<file path="src/rtl/simon_pkg.sv">
// simon_pkg
// Shared definitions for the Simon Says game blocks: colour codes, the
// player-input FSM state encoding, the maximum sequence length and small
// helpers for turning a one-hot button pattern into a colour.
package simon_pkg;

    localparam logic [1:0] COL_0 = 2'd0;
    localparam logic [1:0] COL_1 = 2'd1;
    localparam logic [1:0] COL_2 = 2'd2;
    localparam logic [1:0] COL_3 = 2'd3;

    // Longest colour sequence a round can ask for.
    localparam int SEQ_LEN = 16;

    typedef enum logic [1:0] {
        IDLE         = 2'd0,
        WAIT_PRESS   = 2'd1,
        WAIT_RELEASE = 2'd2,
        DONE         = 2'd3
    } input_state_t;

    // A press is exactly one button down; clearing the lowest set bit
    // leaves zero only for one-hot patterns.
    function automatic logic is_one_hot(input logic [3:0] b);
        return (b != 4'b0000) && ((b & (b - 4'd1)) == 4'b0000);
    endfunction

    // Index of the set bit. Only meaningful when is_one_hot(b) holds.
    function automatic logic [1:0] onehot_to_colour(input logic [3:0] b);
        logic [1:0] c;
        c = COL_0;
        if (b[1]) c = COL_1;
        if (b[2]) c = COL_2;
        if (b[3]) c = COL_3;
        return c;
    endfunction

endpackage

</file>
<file path="src/rtl/btn_debounce.sv">
// btn_debounce
// Conditions the four raw pushbuttons: a 2-flop synchronizer followed by a
// single stable-pattern counter shared by all four bits. The debounced
// pattern only updates once the synchronized pattern has been unchanged for
// DEBOUNCE_CYCLES clocks.
//
// Ports:
//   clk      in   system clock
//   rst_n    in   asynchronous active-low reset
//   buttons  in   raw asynchronous buttons, active-high
//   btn_db   out  debounced button pattern
module btn_debounce #(
    parameter int DEBOUNCE_CYCLES = 50_000
) (
    input  logic       clk,
    input  logic       rst_n,
    input  logic [3:0] buttons,
    output logic [3:0] btn_db
);

    localparam int CNT_W = (DEBOUNCE_CYCLES > 1) ? $clog2(DEBOUNCE_CYCLES) : 1;
    localparam logic [CNT_W-1:0] CNT_MAX = CNT_W'(DEBOUNCE_CYCLES - 1);

    logic [3:0]       sync_ff;
    logic [3:0]       btn_s;
    logic [3:0]       btn_prev;
    logic [CNT_W-1:0] stable_cnt;

    // The counter compares the whole 4-bit pattern, so a change on any
    // button restarts the stability window for all of them. Once saturated
    // it keeps reloading btn_db with the (unchanged) synchronized value.
    always_ff @(posedge clk or negedge rst_n) begin
        if (!rst_n) begin
            sync_ff    <= '0;
            btn_s      <= '0;
            btn_prev   <= '0;
            stable_cnt <= '0;
            btn_db     <= '0;
        end else begin
            sync_ff  <= buttons;
            btn_s    <= sync_ff;
            btn_prev <= btn_s;
            if (btn_s != btn_prev) begin
                stable_cnt <= '0;
            end else if (stable_cnt != CNT_MAX) begin
                stable_cnt <= stable_cnt + 1'b1;
            end else begin
                btn_db <= btn_s;
            end
        end
    end

endmodule

</file>
<file path="src/rtl/input_state.sv">
// input_state
// Player-input phase of a Simon Says round. While en_input is high it
// collects round_ctr+1 debounced presses, compares each to the stored
// sequence, echoes accepted colours, and finishes with exactly one
// complete_input or fail_input pulse (wrong colour or press timeout).
//
// Ports:
//   clk             in   system clock
//   rst_input_n     in   asynchronous active-low reset
//   en_input        in   high = input phase active, low aborts the round
//   buttons         in   raw pushbuttons, buttons[i] = colour i
//   seq_in_input    in   16 packed colours, colour k = bits [2k+1:2k]
//   round_ctr       in   N => N+1 presses expected
//   colour_echo     out  colour of the last accepted press
//   echo_valid      out  high while an accepted button is held
//   complete_input  out  1-cycle pulse, whole round entered correctly
//   fail_input      out  1-cycle pulse, wrong colour or timeout
module input_state
    import simon_pkg::*;
#(
    parameter int DEBOUNCE_CYCLES = 50_000,
    parameter int TIMEOUT_CYCLES  = 50_000_000
) (
    input  logic        clk,
    input  logic        rst_input_n,
    input  logic        en_input,
    input  logic [3:0]  buttons,
    input  logic [31:0] seq_in_input,
    input  logic [3:0]  round_ctr,
    output logic [1:0]  colour_echo,
    output logic        echo_valid,
    output logic        complete_input,
    output logic        fail_input
);

    localparam int POS_W = $clog2(SEQ_LEN);
    localparam int TO_W  = (TIMEOUT_CYCLES > 1) ? $clog2(TIMEOUT_CYCLES) : 1;
    localparam logic [TO_W-1:0] TO_MAX = TO_W'(TIMEOUT_CYCLES - 1);

    input_state_t     state, state_next;
    logic [POS_W-1:0] pos, pos_next;
    logic [TO_W-1:0]  timeout_cnt, timeout_next;
    logic             seen_release, seen_release_next;
    logic [1:0]       colour_next;
    logic             echo_next;
    logic             complete_next;
    logic             fail_next;

    logic [3:0] btn_db;
    logic       is_press;
    logic       is_release;
    logic [1:0] press_colour;
    logic [1:0] expected_colour;

    btn_debounce #(
        .DEBOUNCE_CYCLES(DEBOUNCE_CYCLES)
    ) u_debounce (
        .clk    (clk),
        .rst_n  (rst_input_n),
        .buttons(buttons),
        .btn_db (btn_db)
    );

    // Multi-bit patterns are neither a press nor a release and are ignored.
    assign is_press        = is_one_hot(btn_db);
    assign is_release      = (btn_db == 4'b0000);
    assign press_colour    = onehot_to_colour(btn_db);
    assign expected_colour = seq_in_input[{pos, 1'b0} +: 2];

    always_ff @(posedge clk or negedge rst_input_n) begin
        if (!rst_input_n) begin
            state          <= IDLE;
            pos            <= '0;
            timeout_cnt    <= '0;
            seen_release   <= 1'b0;
            colour_echo    <= COL_0;
            echo_valid     <= 1'b0;
            complete_input <= 1'b0;
            fail_input     <= 1'b0;
        end else begin
            state          <= state_next;
            pos            <= pos_next;
            timeout_cnt    <= timeout_next;
            seen_release   <= seen_release_next;
            colour_echo    <= colour_next;
            echo_valid     <= echo_next;
            complete_input <= complete_next;
            fail_input     <= fail_next;
        end
    end

    // Dropping en_input aborts from any state without a result pulse.
    // seen_release is cleared at round start so a button already held when
    // the round begins must be released before it can count; it stays set
    // across presses because WAIT_RELEASE only exits on a release.
    // In WAIT_PRESS a valid press is checked before the timeout so a press
    // landing on the last timeout cycle still counts.
    always_comb begin
        state_next        = state;
        pos_next          = pos;
        timeout_next      = timeout_cnt;
        seen_release_next = seen_release;
        colour_next       = colour_echo;
        echo_next         = echo_valid;
        complete_next     = 1'b0;
        fail_next         = 1'b0;

        if (!en_input) begin
            state_next = IDLE;
            echo_next  = 1'b0;
        end else begin
            case (state)
                IDLE: begin
                    state_next        = WAIT_PRESS;
                    pos_next          = '0;
                    timeout_next      = '0;
                    seen_release_next = 1'b0;
                    echo_next         = 1'b0;
                end
                WAIT_PRESS: begin
                    timeout_next = timeout_cnt + 1'b1;
                    if (is_release) begin
                        seen_release_next = 1'b1;
                    end
                    if (is_press && seen_release) begin
                        colour_next = press_colour;
                        if (press_colour == expected_colour) begin
                            echo_next  = 1'b1;
                            state_next = WAIT_RELEASE;
                        end else begin
                            fail_next  = 1'b1;
                            state_next = DONE;
                        end
                    end else if (timeout_cnt == TO_MAX) begin
                        fail_next  = 1'b1;
                        state_next = DONE;
                    end
                end
                WAIT_RELEASE: begin
                    if (is_release) begin
                        echo_next = 1'b0;
                        if (pos == round_ctr) begin
                            complete_next = 1'b1;
                            state_next    = DONE;
                        end else begin
                            pos_next     = pos + 1'b1;
                            timeout_next = '0;
                            state_next   = WAIT_PRESS;
                        end
                    end
                end
                DONE: begin
                    state_next = DONE;
                end
                default: begin
                    state_next = IDLE;
                end
            endcase
        end
    end

endmodule
</file>
<file path="config.mk">
export PLATFORM = sky130hd
export DESIGN_NAME = input_state
export DESIGN_NICKNAME = d
export VERILOG_FILES = /design/src/rtl/simon_pkg.sv /design/src/rtl/btn_debounce.sv /design/src/rtl/input_state.sv
export SDC_FILE = /design/constraint.sdc
export NUM_CORES = 1
export LEC_CHECK = 0
export BUFFER_PORTS_ARGS = -buffer_cell sky130_fd_sc_hd__clkbuf_2
export CELL_PAD_IN_SITES_DETAIL_PLACEMENT = 1
export CELL_PAD_IN_SITES_GLOBAL_PLACEMENT = 1
export CORE_MARGIN = 2
export CORE_UTILIZATION = 49
export DETAILED_ROUTE_END_ITERATION = 10
export HOLD_SLACK_MARGIN = 0.12
export PLACE_DENSITY_LB_ADDON = 0.15
export SKIP_CTS_REPAIR_TIMING = 1
export SLEW_MARGIN = 20
export SYNTH_ARGS = -nofsm -noshare
export SYNTH_HDL_FRONTEND = slang
export SYNTH_SLANG_ARGS = --single-unit
export TNS_END_PERCENT = 20
</file>
<file path="constraint.sdc">
create_clock -name clk -period 4.63 [get_ports clk]
set_input_delay 0.463 -clock clk [delete_from_list [all_inputs] [get_ports clk]]
set_output_delay 0.463 -clock clk [all_outputs]
set_load 0.01 [all_outputs]
</file>
# Word-level counts from Yosys, hierarchy flattened
# Index checks and enable logic that the tools add are counted.
# W data, S select, Z words.
[op_classes]
bitwise = 3
n_shift = 1
n_eq_ne = 16
n_addsub = 4
n_reduce_logical = 17
n_mux = 34
[op_table]
columns = ["op", "n"]
rows = [
  ["$pmux W26 S3", 1],
  ["$mux W26", 2],
  ["$mux W16", 2],
  ["$shiftx A32 B6 Y2", 1],
  ["$add A26 B1 Y26 const B", 1],
  ["$eq A26 B26 Y1 const B", 1],
  ["$add A16 B1 Y16 const B", 1],
  ["$mux W1", 16],
  ["$ne A16 B16 Y1 const B", 1],
  ["$mux W2", 7],
  ["$reduce_and A4 Y1", 3],
  ["$ne A3 B3 Y1 const B", 3],
  ["$logic_not A4 Y1", 2],
  ["$mux W4", 2],
  ["$pmux W2 S4", 1],
  ["$pmux W4 S2", 1],
  ["$ne A2 B2 Y1 const B", 3],
  ["$reduce_and A3 Y1", 2],
  ["$reduce_bool A2 Y1", 3],
  ["$add A4 B1 Y4 const B", 1],
  ["$and A4 B4 Y4", 1],
  ["$eq A2 B2 Y1 const B", 2],
  ["$eq A4 B4 Y1", 1],
  ["$ne A4 B1 Y1 const B", 1],
  ["other kinds (13)", 16],
]
[word_totals]
regBits = 70
wordCells = 88

# Logic depth before layout (Yosys ltp)
# Gate-level depths: netlist of the first run.
[depth]
ltp_word = 8
mapped_depth = 9
ltp_nobuf = 7

# By module
# From an unflattened synthesis of the first run, not the netlist that was laid out.
[unflattened]
hier_cells = 351
hier_area_um2 = 3692.3
[modules_own_cells]
columns = ["module", "n_inst", "cells_each", "area_per_inst_um2", "seq_area_each_um2"]
rows = [
  ["input_state", 1, 242, 2318.5, 950.9],
  ["btn_debounce", 1, 109, 1373.8, 800.8],
]

# Least setup slack after synthesis of the first run
# OpenSTA, ideal clock, no wires.
[synth_path]
kind = "register to register"
from = "register pos[0]"
to = "register state[0]"
n_path_buf = 1
path_slack_ns = 2.473
period_less_slack_ns = 2.157
t_arrival_ns = 2.031
path_stages_with_launch = 8
path_cell_list = "dfrtp_1 buf_4 mux4_2 a22oi_1 nand4b_1 a211oi_1 a41oi_1 o311a_1"
[synth_between]
elab_chain_cells = 6
[synth_lines]
columns = ["item", "line", "rtl"]
rows = [
  ["start, declared", "input_state.sv:41", "logic [POS_W-1:0] pos, pos_next;"],
  ["start signal, assigned", "input_state.sv:82", "pos <= pos_next;"],
  ["$shiftx A32 B6 Y2", "input_state.sv:68", "assign expected_colour = seq_in_input[{pos, 1'b0} +: 2];"],
  ["$eq A2 B2 Y1", "input_state.sv:127", "if (press_colour == expected_colour) begin"],
  ["$mux W1", "input_state.sv:127", ""],
  ["$mux W2", "input_state.sv:125", "if (is_press && seen_release) begin"],
  ["$pmux W2 S4", "input_state.sv:112", "case (state)"],
  ["$mux W2", "input_state.sv:108", "if (!en_input) begin"],
  ["end signal, assigned", "input_state.sv:81", "state <= state_next;"],
  ["end, declared", "input_state.sv:40", "input_state_t state, state_next;"],
]
# No other way between the ends.
# A chain may end at the register's enable or synchronous reset.

# Worst setup path in the final report of the first run
# Same ends and word-level chain as after synthesis.

==> results of run 1 <==
[through the flow]
stage	util (%)	cells	setup slack [ns]	power (mW)	instance area [sq um]
2_1_floorplan	-	354	2.47	0.677	3790
3_5_place_dp	53.4	491	2.05	0.717	4060
3_3_place_gp	53.4	491	2.13	0.713	4060
5_1_grt	56.6	507	1.83	1.37	4310
4_1_cts	56.6	507	1.94	1.33	4310
6_report	56.6	507	2.01	1.32	4310
[power groups by stage]
stage                     Combinational (mW)  Clock, mW  Sequential (mW)
after detailed placement              0.0733          0            0.643
final                                 0.0717      0.614            0.631
after global placement                0.0702          0            0.643
after CTS                             0.0738      0.621            0.631
after global routing                  0.0808      0.653            0.633
after floorplan                       0.0365          0            0.640
[registers in the layout (all words and copies together) (netlist names)]
signal / flops
fail_input: 1
u_debounce.btn_db: 4
complete_input: 1
seen_release: 1
u_debounce.btn_prev: 4
u_debounce.btn_s: 4
timeout_cnt: 26
pos: 4
state: 2
u_debounce.stable_cnt: 16
echo_valid: 1
colour_echo: 2
u_debounce.sync_ff: 4
[per-layer routing]
| metal | part of all wire [%] | routed length, um |
|---|---|---|
| met3 | 2.7 | 230 |
| met2 | 51 | 4290 |
| met5 | 0 | 0 |
| met1 | 46 | 3870 |
| met4 | 1.1 | 92 |
[Yosys cell counts (5+ instances only)]
cell | number | area share [%]
a21oi_1 | 6 | 0.79
a22o_1 | 5 | 1.2
dfrtp_1 | 70 | 46
inv_1 | 12 | 1.2
mux4_2 | 8 | 4.8
nand2_1 | 24 | 2.4
nand2b_1 | 5 | 0.83
nand3_1 | 15 | 2.0
nand4_1 | 9 | 1.5
nor2_1 | 43 | 4.3
nor3_1 | 6 | 0.79
nor3_2 | 6 | 1.6
nor4_1 | 10 | 1.7
nor4_4 | 5 | 2.8
o21ai_0 | 15 | 2.0
or3_1 | 6 | 0.99
xnor2_1 | 36 | 8.3
xor2_1 | 8 | 1.8
[cells by family after synthesis]
family | share of synthesized area (%)
AND/OR/NAND/NOR | 24.2
flip-flops | 46.2
XOR/XNOR | 10.2
AO/OA/AOI/OAI | 8.05
buffers and inverters | 4.22
multiplexers | 6.20
adder cells (fa/ha/maj) | 0.990
[area by class of cell]
class | count | area (sq um) | share of cell area [%]
clock buffers | 9 | 124 | 2.88
multi-input cells | 257 | 1880 | 43.6
inverters | 12 | 45.0 | 1.05
clock inverters | 7 | 121 | 2.82
flip-flops and latches | 70 | 1750 | 40.7
repair buffers | 50 | 258 | 5.98
well taps | 102 | 128 | 2.96
[worst min path at each step]
stage	startpoint	end	slack, ns	cells after the start
after floorplan	rst_input_n	colour_echo[0]$_DFFE_PN0P_	0.17	0
after global placement	u_debounce.sync_ff[2]$_DFF_PN0_	u_debounce.btn_s[2]$_DFF_PN0_	0.34	0
after detailed placement	u_debounce.sync_ff[2]$_DFF_PN0_	u_debounce.btn_s[2]$_DFF_PN0_	0.34	0
after CTS	rst_input_n	u_debounce.stable_cnt[6]$_DFFE_PN0N_	0.18	1
after global routing	buttons[0]	u_debounce.sync_ff[0]$_DFF_PN0_	0.19	1
final	rst_input_n	u_debounce.btn_prev[3]$_DFF_PN0_	0.17	1
==> results by group, run 1 <==
Route
  – 1st-pass router iterations: 4
  – Detailed Route WL: 8.48 mm
  – Wire per inst: around 17 um
  – Starting DRT DRC Count: 134
  – ANT nets after route: 0
  – DRC viols: 0
  – Vias: roughly 2800
  – Via density: approximately 5.5

Floorplanning
  – Die W: slightly above 90 um
  – Starting Density: 49.8%
  – FP Rows: 32
  – Chip Height: 92.0 um
  – Num ports: 48
  – Core Region: 7610 sq um
  – Die area: 8460 sq um

Min path
  – Hold Crit Class: primary input to async pin

Setup path
  – Critical path endpoint: state[0]$_DFFE_PN0P_
  – CP max-delay cell: dfrtp_1
  – CP Launch Type: flip-flop
  – Worst r2r dst: state[0]$_DFFE_PN0P_
  – CP Cell Sequence: mux4_2, a22oi_1, nand4b_1, a211oi_1, a41oi_1, o311a_1
  – Worst EP required: around 4.9 ns
  – Worst setup startpoint: pos[0]$_DFFE_PN0P_
  – Max FO, Critical Path: 12
  – Critical path endpoint category: flip-flop
  – Largest stage delay on the critical path: 0.73 ns
  – Flop-to-flop setup slack: 2.01 ns
  – Reg-to-reg startpoint: pos[0]$_DFFE_PN0P_
  – Crit Path Category: flip-flop to flip-flop
  – Buf+Inv Stages, Crit Path: 0
  – Crit. path cell count: 6
  – Delay-heaviest family, CP: compound AO/OA/AOI/OAI gates
  – Path depth of the worst reg2reg path: 6
  – Worst EP arrival: 2.86 ns

Final layout
  – Layout cells sized above 1: between 20% and 30%
  – Number of diodes: 0
  – Filler cells: 866
  – Commonest non-fill, non-tap cells in the layout: 70 x dfrtp_1, 46 x clkbuf_2, 43 x nor2_1, 36 x xnor2_1, 24 x nand2_1
  – Area Overhead vs Synth: 13.6%
  – Most common cell after layout, fill and taps aside: dfrtp_1
  – Nets@finish: 446

Global route
  – Largest net degree at the start of global routing: 39
  – M3 GR Usage: 5.42%
  – Met1 Track Usage GR: 29.1%
  – GRT overflow: 0
  – Most Crowded Layer GR: met2
  – Met2 usage: 37.1%
  – Vias in the first global route: 3011
  – Initial antenna violation count: 0
  – Gr usage total: 22.3%
  – First-pass GRT wire length: 14.9 mm

Pwr
  – Max VDD drop: 129 uV
  – Clock network power share: 46.6%
  – Sw Share: 23.1%
  – Int Pwr: 1.01 mW
  – Pwr dens: 306 nW/um^2
  – Sequential Power Share: 47.9%
  – Switching Power: 304 uW
  – Comb pwr share: 5.4%
  – Static Leak: approximately 1.8 nW

Timing
  – Top achievable clock speed: between 0.3 and 0.4 GHz
  – Worst-margin pin slew: 0.764 ns
  – Worst slew margin: 48.9%
  – Hold WS: 0.168 ns
  – TNS Setup: 0 ns
  – Period utilization: 56.7%
  – RSZ-0062 raised after global routing: false
  – Final setup violation count: 0
  – Fin Clk Skew: 0.00848 ns
  – Max Slew Vio Count: 0
  – Final hold violation count: 0
  – Fin crit period: 2.62 ns

Synth
  – Synth Instances: 354
  – Main synth FF type: dfrtp_1
  – Async set or reset register ratio after synthesis: 100%
  – Seq cells post-synth: 70
  – Register area share after synthesis: 46.2%
  – Cell variety after synth: 56
  – EDFF count, synth: 0
  – Synth Cell Area: 3790 sq um
  – Syn nets: 400
  – Post-synthesis average cell area: between 10 and 15 sq um
  – Yosys warnings: 0

Clock network
  – H-tree level count: 3
  – CTS sink count: 70
  – Clock transition at the registers of the reported paths: 0.08 ns
  – TritonCTS Buffers: 9
  – CTS tree: built
  – Clock Latency Late Sink: between 0.3 and 0.4 ns
  – Clk buf depth: 2
  – Clock root buffer: clkbuf_8

Placement
  – Placer Congestion: 0.801
  – I/O Buffers: 47
  – Placed wire-length estimate: 5.98 mm

Run status
  – Outcome: finished, final reports clean

Flow run
  – Max-cap violation count: 0
Power figures use the tool's default switching activity.
==> inputs of run 2 (changes only) <==
- CORE_UTILIZATION: 49 -> 41
- clock period: 4.63 -> 2.1 ns (I/O delays scaled with it)
==> run 2 against run 1 <==
The run now ends with setup timing left. Cell area increased by 13%. Critical endpoint unchanged. Sequential power up 120%. Largest cell class unchanged. Global-route usage shrank 2.7 points. Routed wire length is 12% higher. Combinational power grew to 2.9 times the previous value. Hold slack got worse by 0.0029 ns.
==> results by group, run 2 (synthesized netlist as in run 1, its figures left out) <==
Timing
  – Worst slew margin: 67.5%
  – Final worst slack: -0.176 ns
  – Max Slew Vio Count: 0
  – RSZ-0062 raised after global routing: true
  – TNS Setup: -0.912 ns
  – Fin crit period: 2.28 ns
  – Hold WS: 0.165 ns
  – Final setup violation count: 18
  – Period utilization: 108%
  – Final hold violation count: 0
  – Fin Clk Skew: 0.0133 ns
  – Top achievable clock speed: 0.439 GHz
  – Worst-margin pin slew: 0.480 ns

Final layout
  – Largest register by flop count: timeout_cnt
  – Most common cell after layout, fill and taps aside: dfrtp_1
  – Post-route cell area: 4880 sq um
  – Top Registers: timeout_cnt: 26 flops, u_debounce.stable_cnt: 16 flops
  – Layout cells sized above 1: 36.4%
  – Area Overhead vs Synth: 28.6%
  – Nets@finish: 486
  – Commonest non-fill, non-tap cells in the layout: 69 x dfrtp_1, 46 x clkbuf_2, 42 x nor2_1, 35 x xnor2_1, 30 x buf_4
  – Number of diodes: 0
  – Number of flip-flops in the largest register: 26
  – Utilization of the core after routing: 53.5%

Min path
  – Hold Crit Class: primary input to flip-flop

Global route
  – First-pass GRT wire length: 15.4 mm
  – Gr usage total: 19.6%
  – Initial antenna violation count: 0
  – Vias in the first global route: about 3100
  – GRT overflow: 0
  – Largest net degree at the start of global routing: 37

Clock network
  – CTS sink count: 70
  – Clock Latency Late Sink: ~0.37 ns
  – Clock root buffer: clkbuf_8
  – Clk buf depth: 2
  – TritonCTS Buffers: 9
  – CTS tree: built
  – H-tree level count: 3
  – Clock transition at the registers of the reported paths: 0.08 ns

Placement
  – Placed cell area: ~4300 sq um
  – Post-Place Worst Slack: -0.138 ns
  – Placed wire-length estimate: 6.55 mm
  – Placer Congestion: around 0.76
  – I/O Buffers: 47

Route
  – Wire per inst: 17.0 um
  – Vias: 2928
  – 1st-pass router iterations: 4
  – Detailed Route WL: around 9.5 mm
  – DRC viols: 0
  – ANT nets after route: 0
  – Starting DRT DRC Count: 81
  – Via density: 5.27

Setup path
  – CP Launch Type: flip-flop
  – Flop-to-flop setup slack: -0.18 ns
  – Crit Path Category: flip-flop to flip-flop
  – Max FO, Critical Path: 8
  – Critical path endpoint category: flip-flop
  – Worst EP arrival: 2.52 ns
  – Worst EP required: 2.34 ns

Pwr
  – Static Leak: just over 2 nW
  – Int Pwr: 2.15 mW
  – Sw Share: 24.3%
  – Comb pwr share: roughly 7.3%
  – Sequential Power Share: 49.0%
  – Clock network power share: 43.7%
  – Max VDD drop: 291 uV
  – Pwr dens: 583 nW/um^2
  – Switching Power: 690 uW

Floorplanning
  – FP Rows: 35
  – Die area: 10000 sq um
  – Starting Density: 41.6%
  – Core Region: 9110 sq um
  – Chip Height: roughly 100 um
  – Num ports: 48
  – Die W: approximately 100 um

Run status
  – Failing checks: setup timing
  – Outcome: finished, violations left

Flow run
  – Max-cap violation count: 0
run 2: layer usage:
metal	GRT usage [%]	vias to the layer above	wire, um
met4	7.48	0	164
met5	0	-	0
met3	4.32	12	198
met1	25.5	1461	4350
li1	-	1429	-
met2	32.2	26	4760
run 2: path summary, 6_finish.rpt:
kind,startpoint,end,depth (start not counted)
min,en_input,state[0]$_DFFE_PN0P_,2
max reg2reg,pos[0]$_DFFE_PN0P_,state[0]$_DFFE_PN0P_,7
min in group asynchronous,rst_input_n,u_debounce.sync_ff[2]$_DFF_PN0_,2
max,pos[0]$_DFFE_PN0P_,state[0]$_DFFE_PN0P_,7
max in group asynchronous,rst_input_n,u_debounce.btn_s[0]$_DFF_PN0_,3
min reg2reg,u_debounce.sync_ff[0]$_DFF_PN0_,u_debounce.btn_s[0]$_DFF_PN0_,0
run 2: final cells by class:
cell class                 instances  area [sq um]
sequential                        70          1750
tap                              111           139
timing repair buffer              90           663
multi-input combinational        257          2060
fill                            1001          4230
clock buffer                      10           128
clock inverter                     6          93.8
inverter                          12          45.0
run 2: per-stage QoR:
stage	power [mW]	std cells
3_5_place_dp	1.60	529
3_3_place_gp	1.59	529
4_1_cts	2.86	545
2_1_floorplan	1.49	354
5_1_grt	2.97	556
6_report	2.84	556
run 2: power by group through the flow:
stage | clock network [mW] | logic [mW] | registers (mW)
2_1_floorplan | 0 | 0.0808 | 1.41
3_3_place_gp | 0 | 0.177 | 1.42
3_5_place_dp | 0 | 0.183 | 1.42
4_1_cts | 1.29 | 0.184 | 1.39
5_1_grt | 1.35 | 0.231 | 1.39
6_report | 1.24 | 0.209 | 1.39
run 2: worst max-delay path, cell delays in order, from the launching register on:
cell and delay, ns:
dfrtp_1 0.41, buf_12 0.15, mux4_2 0.51, a22oi_2 0.26, nand4b_1 0.15, a211oi_2 0.26, a41oi_2 0.10, o311a_1 0.32
==> inputs of run 3 (changes only) <==
- ABC_AREA: unset -> 1
- CORE_UTILIZATION: 41 -> 39
- HOLD_SLACK_MARGIN: 0.12 -> 0.03
==> run 3 against run 2 <==
The run now ends clean. First-iteration DRC count rose to 2.7 times the previous value. Combinational power grew 120%. Utilization shrank 7.4 points. Final cell count rose by 34%. Synthesized area up 7.0%. Die area grew 12%. Register-to-register slack improved by 0.38 ns. Via count up 32%. Clock power is 14% lower. Global-route usage up 1.6 points. Setup slack gained 0.38 ns. Largest cell class unchanged. Highest routed layer unchanged.
==> results by group, run 3 <==
Placement
  – Cells after DPL: between 700 and 800
  – Placed cell area: 4470 sq um
  – Placer Congestion: 0.864
  – I/O Buffers: between 40 and 50
  – Placed wire-length estimate: 8.36 mm
  – Post-Place Worst Slack: 0.196 ns

Global route
  – Gr usage total: 21.3%
  – Vias in the first global route: roughly 4000
  – First-pass GRT wire length: 19.1 mm
  – GRT overflow: 0
  – Largest net degree at the start of global routing: 71
  – Initial antenna violation count: 0

Floorplanning
  – Die area: 11200 sq um
  – Num ports: 48
  – FP Rows: 37
  – Die W: 106 um
  – Core Region: between 10000 and 15000 sq um
  – Starting Density: 39.6%
  – Chip Height: between 100 and 150 um

Synth
  – Top-count cell post-synth: nand2_1
  – Syn nets: 588
  – Post-synth top area cell: dfrtp_1
  – Main synth FF type: dfrtp_1
  – Yosys warnings: 0
  – Cell variety after synth: 37
  – EDFF count, synth: 0
  – Ranking of synthesized cells by instance count: 122 x nand2_1, 70 x dfrtp_1, 65 x inv_1
  – Seq cells post-synth: 70
  – Synth top area share: 43.2%
  – Post-synthesis average cell area: 7.48 sq um
  – Synth Cell Area: 4060 sq um
  – Leading post-synthesis cells by cell area: dfrtp_1 43%, nand2_1 11%, inv_1 6.0%
  – Register area share after synthesis: between 40% and 50%
  – Async set or reset register ratio after synthesis: between 90% and 100%
  – Synth Instances: between 500 and 600

Setup path
  – Max FO, Critical Path: 23
  – Critical path endpoint category: flip-flop
  – CP Launch Type: flip-flop
  – Crit Path Category: flip-flop to flip-flop
  – Worst EP required: 2.33 ns
  – Worst EP arrival: approximately 2.1 ns

Final layout
  – Finished Layout Cells: around 740
  – Commonest non-fill, non-tap cells in the layout: 122 x nand2_1, 70 x dfrtp_1, 65 x inv_1, 57 x nor2_1
  – Number of flip-flops in the largest register: 26
  – Post-route cell area: 4720 sq um
  – Layout cells sized above 1: between 10% and 20%
  – Nets@finish: about 650
  – Top Registers: timeout_cnt: 26 flops, u_debounce.stable_cnt: 16 flops
  – Utilization of the core after routing: 46.2%
  – Most common cell after layout, fill and taps aside: nand2_1
  – Number of diodes: 0
  – Largest register by flop count: timeout_cnt
  – Area Overhead vs Synth: 16.5%

Clock network
  – TritonCTS Buffers: 9
  – CTS tree: built
  – CTS sink count: 70
  – Clock Latency Late Sink: between 0.3 and 0.4 ns
  – Clock transition at the registers of the reported paths: ~0.09 ns
  – Clock root buffer: clkbuf_8
  – Clk buf depth: 2
  – H-tree level count: 3

Route
  – Detailed Route WL: 11.2 mm
  – Via density: 5.20
  – ANT nets after route: 0
  – DRC viols: 0
  – Wire per inst: 15.1 um
  – Starting DRT DRC Count: 217
  – Vias: 3869
  – 1st-pass router iterations: 4

Min path
  – Hold Crit Class: primary input to flip-flop

Timing
  – RSZ-0062 raised after global routing: false
  – Hold WS: 0.186 ns
  – Final worst slack: 0.201 ns
  – TNS Setup: 0 ns
  – Period utilization: 90.4%
  – Fin crit period: 1.90 ns
  – Max Slew Vio Count: 0
  – Final hold violation count: 0
  – Fin Clk Skew: 0.0128 ns
  – Top achievable clock speed: 0.527 GHz
  – Worst-margin pin slew: 0.453 ns
  – Worst slew margin: 69.5%
  – Final setup violation count: 0

Pwr
  – Pwr dens: 629 nW/um^2
  – Total chip power: 2.97 mW
  – Int Pwr: 2.01 mW
  – Max VDD drop: 320 uV
  – Sequential Power Share: 48.3%
  – Comb pwr share: 15.7%
  – Switching Power: 962 uW
  – Static Leak: between 2 and 2.5 nW
  – Sw Share: 32.4%
  – Clock network power share: between 30% and 40%

Run status
  – Outcome: finished, final reports clean

Flow run
  – Max-cap violation count: 0
run 3: changes by cell type after synthesis, moves of 14 or more:
cell | previous run | this run
inv_1 | 12 | 65
nand3_1 | 15 | 46
nand2_1 | 24 | 122
xnor2_1 | 36 | 3
o21ai_0 | 15 | 34
nor2_1 | 43 | 57
run 3: cells by family after synthesis:
| family | count (synthesis) | share of synthesized area (%) |
|---|---|---|
| flops | 70 | 43.2 |
| buf+inv | 85 | 8.64 |
| simple gates | 286 | 31.5 |
| mux | 4 | 1.11 |
| xor+xnor | 18 | 3.89 |
| fa+ha+maj | 3 | 0.926 |
| compound gates | 76 | 10.7 |
run 3: worst paths after layout:
path	slack, ns	cells past startpoint	start	to
setup / recovery	0.20	12	u_debounce.btn_db[3]$_DFFE_PN0P_	timeout_cnt[3]$_DFFE_PN0P_
hold / removal	0.19	3	en_input	seen_release$_DFFE_PN0P_
setup reg to reg	0.20	12	u_debounce.btn_db[3]$_DFFE_PN0P_	timeout_cnt[3]$_DFFE_PN0P_
hold reg to reg	0.36	0	u_debounce.sync_ff[0]$_DFF_PN0_	u_debounce.btn_s[0]$_DFF_PN0_
max in group asynchronous	1.38	3	rst_input_n	timeout_cnt[7]$_DFFE_PN0P_
min in group asynchronous	0.40	3	rst_input_n	u_debounce.btn_s[1]$_DFF_PN0_
run 3: power by group through the flow:
stage | logic (mW) | clock network [mW] | registers [mW]
after floorplan | 0.298 | 0 | 1.45
after detailed placement | 0.461 | 0 | 1.46
after CTS | 0.463 | 1.11 | 1.44
final | 0.466 | 1.07 | 1.43
after global placement | 0.446 | 0 | 1.46
after global routing | 0.538 | 1.15 | 1.44
run 3: area by class of cell:
type                       count  area, sq um
multi-input combinational    387         1960
clock inverter                 7         63.8
fill                        1311         5510
clock buffer                   9          124
sequential                    70         1750
tap                          136          170
timing repair buffer          62          373
inverter                      73          279
run 3: critical path, stage by stage, from the launching register on:
cell and delay, ns:
dfrtp_1 0.42, nor2_2 0.20, nand2_2 0.09, clkinv_1 0.08, nor2_2 0.05, nor2_2 0.11, inv_2 0.07, a21oi_2 0.14
nand2_4 0.08, inv_6 0.16, nand2_1 0.11, o21ai_0 0.19, a21oi_1 0.07
run 3: per-layer routing:
layer / share of wire, % / GRT usage [%] / vias to the layer above
li1: - / - / 1907
met1: 46 / 27.3 / 1880
met2: 49 / 36.4 / 67
met3: 3.5 / 4.05 / 15
met4: 1.5 / 6.39 / 0
met5: 0 / 0 / -
